--- src/rtl/onehot_state_decoder.sv ---
// onehot_state_decoder: validates a one-hot ALU next-state vector, encodes it and runs the execute window.
module onehot_state_decoder #(
  parameter int MULT_CYCLES = 4
) (
  input  logic       clk,
  input  logic       rst_n,
  input  logic [9:0] sel_onehot,
  input  logic       sel_valid,
  output logic       sel_ready,
  output logic [2:0] op_code,
  output logic       op_valid,
  output logic       op_busy,
  output logic       op_done,
  output logic       in_reset_state,
  output logic       illegal,
  input  logic       illegal_clr,
  output logic [7:0] err_count
);
  typedef enum logic [1:0] {INIT, IDLE, EXEC, RHOLD} state_t;
  state_t state, state_nx;
  logic [3:0] cnt;
  logic [2:0] enc;
  logic       first, legal, accept;
  assign legal  = !sel_onehot[9] && $onehot(sel_onehot[8:0]);
  assign accept = sel_valid && sel_ready;
  always_comb begin
    enc = '0;
    for (int i = 0; i < 8; i++)
      if (sel_onehot[i]) enc = 3'(i);
  end
  always_comb begin
    state_nx = state;
    state_nx = state == EXEC ? (cnt == 0 ? IDLE : EXEC) :
               state == IDLE ? (accept && legal ? (sel_onehot[8] ? RHOLD : EXEC) : IDLE) :
               IDLE;
  end
  always_ff @(posedge clk or negedge rst_n) begin
    if (!rst_n) begin
      state     <= INIT;
      cnt       <= '0;
      first     <= 1'b0;
      op_code   <= '0;
      illegal   <= 1'b0;
      err_count <= '0;
    end else begin
      state <= state_nx;
      if (accept && legal) begin
        op_code <= enc;
        cnt     <= enc == 3'd2 && !sel_onehot[8] ? 4'(MULT_CYCLES - 1) : 4'd0;
        first   <= 1'b1;
      end else if (state == EXEC) begin
        cnt   <= cnt - 4'd1;
        first <= 1'b0;
      end
      illegal <= accept && !legal ? 1'b1 : illegal_clr ? 1'b0 : illegal;
      if (accept && !legal && err_count != 8'hff) err_count <= err_count + 8'd1;
    end
  end
  assign sel_ready      = state == IDLE;
  assign op_busy        = state == EXEC;
  assign op_valid       = op_busy && first;
  assign op_done        = op_busy && cnt == 0;
  assign in_reset_state = state == RHOLD;
endmodule

--- config.mk ---
export PLATFORM = sky130hd
export DESIGN_NAME = onehot_state_decoder
export DESIGN_NICKNAME = d
export VERILOG_FILES = /design/src/rtl/onehot_state_decoder.sv
export SDC_FILE = /design/constraint.sdc
export NUM_CORES = 1
export LEC_CHECK = 0
export CAP_MARGIN = 5
export CORE_MARGIN = 2
export CORE_UTILIZATION = 51
export CTS_BUF_LIST = sky130_fd_sc_hd__clkbuf_8 sky130_fd_sc_hd__clkbuf_16
export CTS_CLUSTER_SIZE = 16
export DETAILED_ROUTE_END_ITERATION = 6
export GPL_ROUTABILITY_DRIVEN = 0
export GPL_TIMING_DRIVEN = 0
export PLACE_DENSITY = 0.94
export SLEW_MARGIN = 25
export SYNTH_ARGS = -nofsm -noshare
export SYNTH_HDL_FRONTEND = slang
export SYNTH_SLANG_ARGS = --single-unit
--- constraint.sdc ---
create_clock -name clk -period 2.22 [get_ports clk]
set_clock_uncertainty 0.05 [all_clocks]
set_input_delay 0.222 -clock clk [delete_from_list [all_inputs] [get_ports clk]]
set_output_delay 0.222 -clock clk [all_outputs]
set_load 0.03 [all_outputs]
==> impl_metrics.ini, run 1 <==
[final_layout]
area_delta_synth_final_pct = 49.1
fin_area_um2 = 1750
nets = 184
nFillCells = 122
drive_gt1_share_pct = 29.6
num_antenna_cells = 0

[pwr]
irDropWorstVdd_mv = 0.631
power_density_nw_per_um2 = 1070
p_leak_nw = 0.824

[worst_hold_path]
min_path_type = in2reg

[placed_design]
preCtsSetupSlack_ns = -1.89
port-buffer-count = 30
placed_area_um2 = 1540
hpwl_mm = 1.97

[floorplan]
initial_core_util_pct = 53.6
die_area_um2 = 2700
ios = 31
rows = 17
die_x_um = 52.0
core_area_um2 = 2190
die_y_um = 52.0

[timing]
fin_ws_ns = -1.12
finalCriticalPeriod_ns = 3.34
clock.fmax_mhz = 299
hold_viol_final = 0
report.final.slew_viol_count = 0
max_slew_margin_pct = 44.5
worst_pin_slew_ns = 0.830
rsz0062_at_grt = true
tns_ns = -19.94
period_share_pct = 151
setup_viol = 19

[setup_path]
worstSetupPathType = in2reg
crit_chain = buf_8 > inv_8 > fa_1 > fa_1 > fa_1 > inv_2 > fa_2 > inv_2 > fa_2 > nand4b_4 > o21bai_4 > buf_6 > nor3_2 > xor2_1
start_kind = input pin
cp.required_ns = 2.35
cpMaxStageDelayCell = fa_1
crit_top_cell = fa_1
slowest_delay_ns = 0.55
crit_buf_inv = 5
crit_arrival_ns = 3.47
crit_path_max_fanout = 7
end_kind = flop
cpLargestDelayFamily = adder cells

[synth]
syn-instance-count = 118
ys_ff_latch = 19
yosys_warnings = 0
synth_cell_types = 32
syn-num-nets = 142
syn_area_um2 = 1170
postSynthAreaPerCell_um2 = 9.95
yosysSeqAreaShare_pct = 40.5

[drt]
totalWireLength_mm = 3.22
initialDrtViolationCount = 15
drcViolationCount = 0
avgRoutedWirePerCell_um = 17.2
viasPerCell = 5.43
drt_pass1_iterations = 4
vias = 1016
final_antenna_net_count = 0

[global_routing]
grt_pass1_wl_mm = 5.21
grt_use_total_pct = 26.8
overflow = 0
antenna_found_initial = 0
grt_max_degree = 20
grt_pass1_vias = 1137

[cts]
clkSinkCount = 19
cts_made_buffers = 3
cts_tree = built
insertion_delay_ns = 0.25
cts_root_buffer = clkbuf_8
clk_pin_slew_ns = 0.07
htree_num_levels = 1
clock_path_buffers = 2

[run_status]
violations = setup timing
outcome = complete, but fails checks

[run]
cap_violations = 0
cells in the mapped netlist, drive strengths merged:
| cell type | n | area, µm² |
|---|---|---|
| ha | 5 | 62.6 |
| xnor2 | 2 | 17.5 |
| nand2b | 1 | 6.26 |
| dfrtp | 19 | 475 |
| a31oi | 4 | 31.3 |
| o31a | 1 | 8.76 |
| nor3b | 1 | 7.51 |
| inv | 19 | 71.3 |
| o21ai | 5 | 25.0 |
| and2 | 2 | 12.5 |
| nand4b | 1 | 15.0 |
| xor2 | 8 | 70.1 |
| and3 | 1 | 6.26 |
| nor4b | 1 | 15.0 |
| nor4 | 3 | 25.0 |
| nor2b | 1 | 13.8 |
| nand3 | 5 | 30.0 |
| buf | 1 | 5.00 |
| fa | 5 | 100 |
| nand2 | 12 | 47.6 |
| o21bai | 1 | 18.8 |
| nor3 | 4 | 25.0 |
| mux2 | 1 | 15.0 |
| a21oi | 2 | 10.0 |
| nor2 | 13 | 58.8 |
flip-flops by register name (all words and copies together) (netlist names):
signal	count
op_code	3
first	1
illegal	1
cnt	4
state	2
err_count	8
routing by layer:
metal	share of wire, %	up-vias	routed length, µm	track usage (%)
li1	-	461	-	-
met1	39	505	1260	29.1
met2	55	38	1770	50.0
met3	3.1	12	99	4.31
met4	2.8	0	91	12.7
met5	0	-	0	0
cell families after synthesis:
kind of cell | Yosys count | synth area share, %
compound gates | 13 | 8.00
xor+xnor | 10 | 7.46
fa+ha+maj | 10 | 13.9
buf+inv | 20 | 6.50
flops | 19 | 40.5
mux | 1 | 1.28
simple gates | 45 | 22.4
worst register-to-register path, stage by stage (launching register included):
cell,delay [ns]
dfrtp_1,0.45
and3_1,0.28
nand3_2,0.16
nor2_4,0.33
nor2_4,0.08
mux2_4,0.30
final timing paths:
check	from	to	slack, ns	cells past startpoint
max in group asynchronous	rst_n	cnt[2]	1.21	1
min in group asynchronous	rst_n	err_count[2]	0.39	1
setup reg to reg	err_count[2]	err_count[1]	0.47	5
setup / recovery	sel_onehot[0]	err_count[6]	-1.12	14
hold / removal	sel_onehot[5]	op_code[2]	0.29	3
hold reg to reg	first	first	0.45	2
layout make-up:
class,instances,area (µm²),share of cell area [%]
multi-input combinational,79,727,41.5
sequential,19,475,27.2
timing repair buffer,37,377,21.5
inverter,19,78.8,4.50
clock buffer,3,41.3,2.36
tap,28,35.0,2.00
buffer,1,11.3,0.643
clock inverter,1,5.00,0.286
layout by cell type, fill, tap and decap left out, types with 3 or more instances in the layout:
cell type,n
o21ai_2,3
clkdlybuf4s50_1,24
nand3_1,3
inv_1,13
nand2_1,10
buf_6,6
nor2_4,3
clkbuf_8,3
a31oi_1,3
dfrtp_1,19
nor2_2,3
fa_1,3
dlymetal6s2s_1,3
ha_1,5
inv_2,5
nor2_1,7
buf_4,3
xor2_1,8
power breakdown:
group          leakage [nW]  switching [W]  internal (W)
clock network        0.0255       0.000116      0.000125
registers             0.229       0.000141      0.000484
logic                 0.570       0.000545      0.000454
total                 0.824       0.000803       0.00106
stage by stage:
stage	hold slack [ns]	total power [W]	instances	utilization, %
after floorplan	-0.124	0.00115	118	-
after global placement	0.408	0.00141	176	70.1
after detailed placement	0.435	0.00147	176	70.1
after CTS	0.363	0.00179	186	76.4
after global routing	0.325	0.00196	187	79.9
final	0.294	0.00187	187	79.9
repair_timing:
| item | in CTS | in global routing |
|---|---|---|
| setup endpoints to repair | 19 | 20 |
| gates resized for setup | 33 | 16 |
| buffers inserted | 5 | 1 |
| gates cloned | 1 | 0 |
| hold buffers | 0 | 0 |
| pin swaps | 13 | 6 |
(Power assumes the default switching activity.)
==> inputs of run 2 (changes only) <==
TNS_END_PERCENT = 30   (was unset)
==> run 2 against run 1 <==
  * The run still ends with setup timing left
  * Worst hold slack worse by 0.0060 ns
  * Count of clock-buffer cells in the layout unchanged
  * Utilization decreased by 0.80 points
  * Register-to-register slack got worse by 0.03 ns
  * Via count is 1.5% higher
  * Final area down 1.0%
  * Global-route usage is 1.3 points lower
  * Non-clock buffer count fell by 3
  * Critical path depth shrank 1
  * Worst setup slack lost 0.078 ns
  * Sequential power increased by 0.8%
  * Die area is the same
  * Largest cell class unchanged
==> impl_metrics.ini, run 2 (synthesis gave the netlist of run 1 again) <==
[timing]
finalCriticalPeriod_ns = 3.42
setup_viol = 19
report.final.slew_viol_count = 0
rsz0062_at_grt = true
period_share_pct = 154
max_slew_margin_pct = 44.8
tns_ns = -20.63
hold_viol_final = 0
clock.fmax_mhz = 292
worst_pin_slew_ns = 0.825
fin_ws_ns = -1.20

[cts]
cts_tree = built
clkSinkCount = 19
ctsHoldBuffers = 0
clk_pin_slew_ns = 0.07
cts_root_buffer = clkbuf_8
clock_path_buffers = 2
htree_num_levels = 1
insertion_delay_ns = 0.26
cts_made_buffers = 3

[floorplan]
die_y_um = 52.0
ios = 31
rows = 17
core_area_um2 = 2190
die_area_um2 = 2700
die_x_um = 52.0
initial_core_util_pct = 53.6

[placed_design]
preCtsSetupSlack_ns = -1.94
port-buffer-count = 30
placed_area_um2 = 1530
hpwl_mm = 1.91

[drt]
vias = 1031
initialDrtViolationCount = 17
final_antenna_net_count = 0
avgRoutedWirePerCell_um = 17.2
viasPerCell = 5.60
drt_pass1_iterations = 4
totalWireLength_mm = 3.16
drcViolationCount = 0

[setup_path]
rrSetupSlack_ns = 0.44
crit_path_max_fanout = 4
start_kind = input pin
worstSetupPathType = in2reg
reg2reg_depth = 5
end_kind = flop
crit_arrival_ns = 3.52
critical_path.reg2reg.startpoint = err_count[2]
worst_r2r_endpoint = err_count[1]
cp.required_ns = 2.31

[final_layout]
fin_area_um2 = 1730
area_delta_synth_final_pct = 47.7
nets = 181
largest_register_ffs = 8
num_antenna_cells = 0
drive_gt1_share_pct = 26.3
mostFrequentLayoutCells = clkdlybuf4s50_1 (24), dfrtp_1 (19), inv_1 (14)
largest_register = err_count
ff_latch_area_um2 = 475
reg.largest.list = err_count x8, cnt x4, op_code x3
final_common_cell = clkdlybuf4s50_1
nFillCells = 126
multi_input_area_um2 = 718

[pwr]
p_leak_nw = 0.820
irDropWorstVdd_mv = 0.741
power_density_nw_per_um2 = 1060
power.total_w = 0.00184

[global_routing]
overflow = 0
grt_pass1_wl_mm = 4.93
grt_pass1_vias = 1074
antenna_found_initial = 0
grt_max_degree = 20
grt_use_total_pct = 25.5

[run_status]
outcome = complete, but fails checks
violations = setup timing

[worst_hold_path]
min_path_type = in2reg
hold_path_depth = 2
hold_end = state[0]
hp-start = sel_onehot[8]

[run]
cap_violations = 0
-- run 2: power by group --
part / switching, W / internal (W)
clock network: 0.000121 / 0.000125
logic: 0.000538 / 0.000429
registers: 0.000146 / 0.000484
total: 0.000804 / 0.00104
-- run 2: worst max-delay path: stages --
cell	delay, ns
buf_8	0.07
inv_4	0.03
fa_1	0.54
fa_1	0.45
fa_1	0.47
inv_2	0.07
fa_2	0.19
inv_2	0.04
fa_2	0.58
nand4b_4	0.14
nor3_4	0.28
inv_1	0.14
o31a_1	0.27
-- run 2: timing repair --
action	4_1_cts	5_1_grt
setup endpoints to repair	19	20
resized for setup	35	11
setup buffers	3	0
pin swaps	12	11
cloned	1	0
-- run 2: layout make-up --
| class | instances | area share, % |
|---|---|---|
| inverters | 19 | 4.69 |
| well taps | 28 | 2.02 |
| multi-input cells | 79 | 41.4 |
| flip-flops and latches | 19 | 27.4 |
| clock inverters | 1 | 0.289 |
| clock buffers | 3 | 2.38 |
| plain buffers | 1 | 0.650 |
| repair buffers | 34 | 21.1 |
-- run 2: per-stage QoR --
step	utilization, %	std cells	hold WS, ns
2_1_floorplan	-	118	-0.124
3_3_place_gp	70.0	176	0.407
3_5_place_dp	70.0	176	0.428
4_1_cts	76.7	184	0.299
5_1_grt	79.1	184	0.264
6_report	79.1	184	0.288
-- run 2: how the worst max path moves through the flow --
stage                             start           end  slack, ns  cells past startpoint
after detailed placement  sel_onehot[0]        cnt[1]      -1.94                     15
after CTS                 sel_onehot[0]  err_count[5]      -1.28                     14
final                     sel_onehot[1]      state[0]      -1.20                     13
after global placement    sel_onehot[0]  err_count[1]      -1.82                     14
after global routing      sel_onehot[1]      state[0]      -1.26                     13
after floorplan           sel_onehot[0]  err_count[1]      -1.14                     12
-- run 2: metal layers --
metal / vias to the layer above / routed length [µm] / part of all wire [%] / GRT usage (%)
met1: 508 / 1230 / 39 / 29.2
met4: 0 / 119 / 3.8 / 15.8
met5: - / 0 / 0 / 0
met3: 21 / 133 / 4.2 / 4.31
li1: 459 / - / - / -
met2: 43 / 1680 / 53 / 43.9
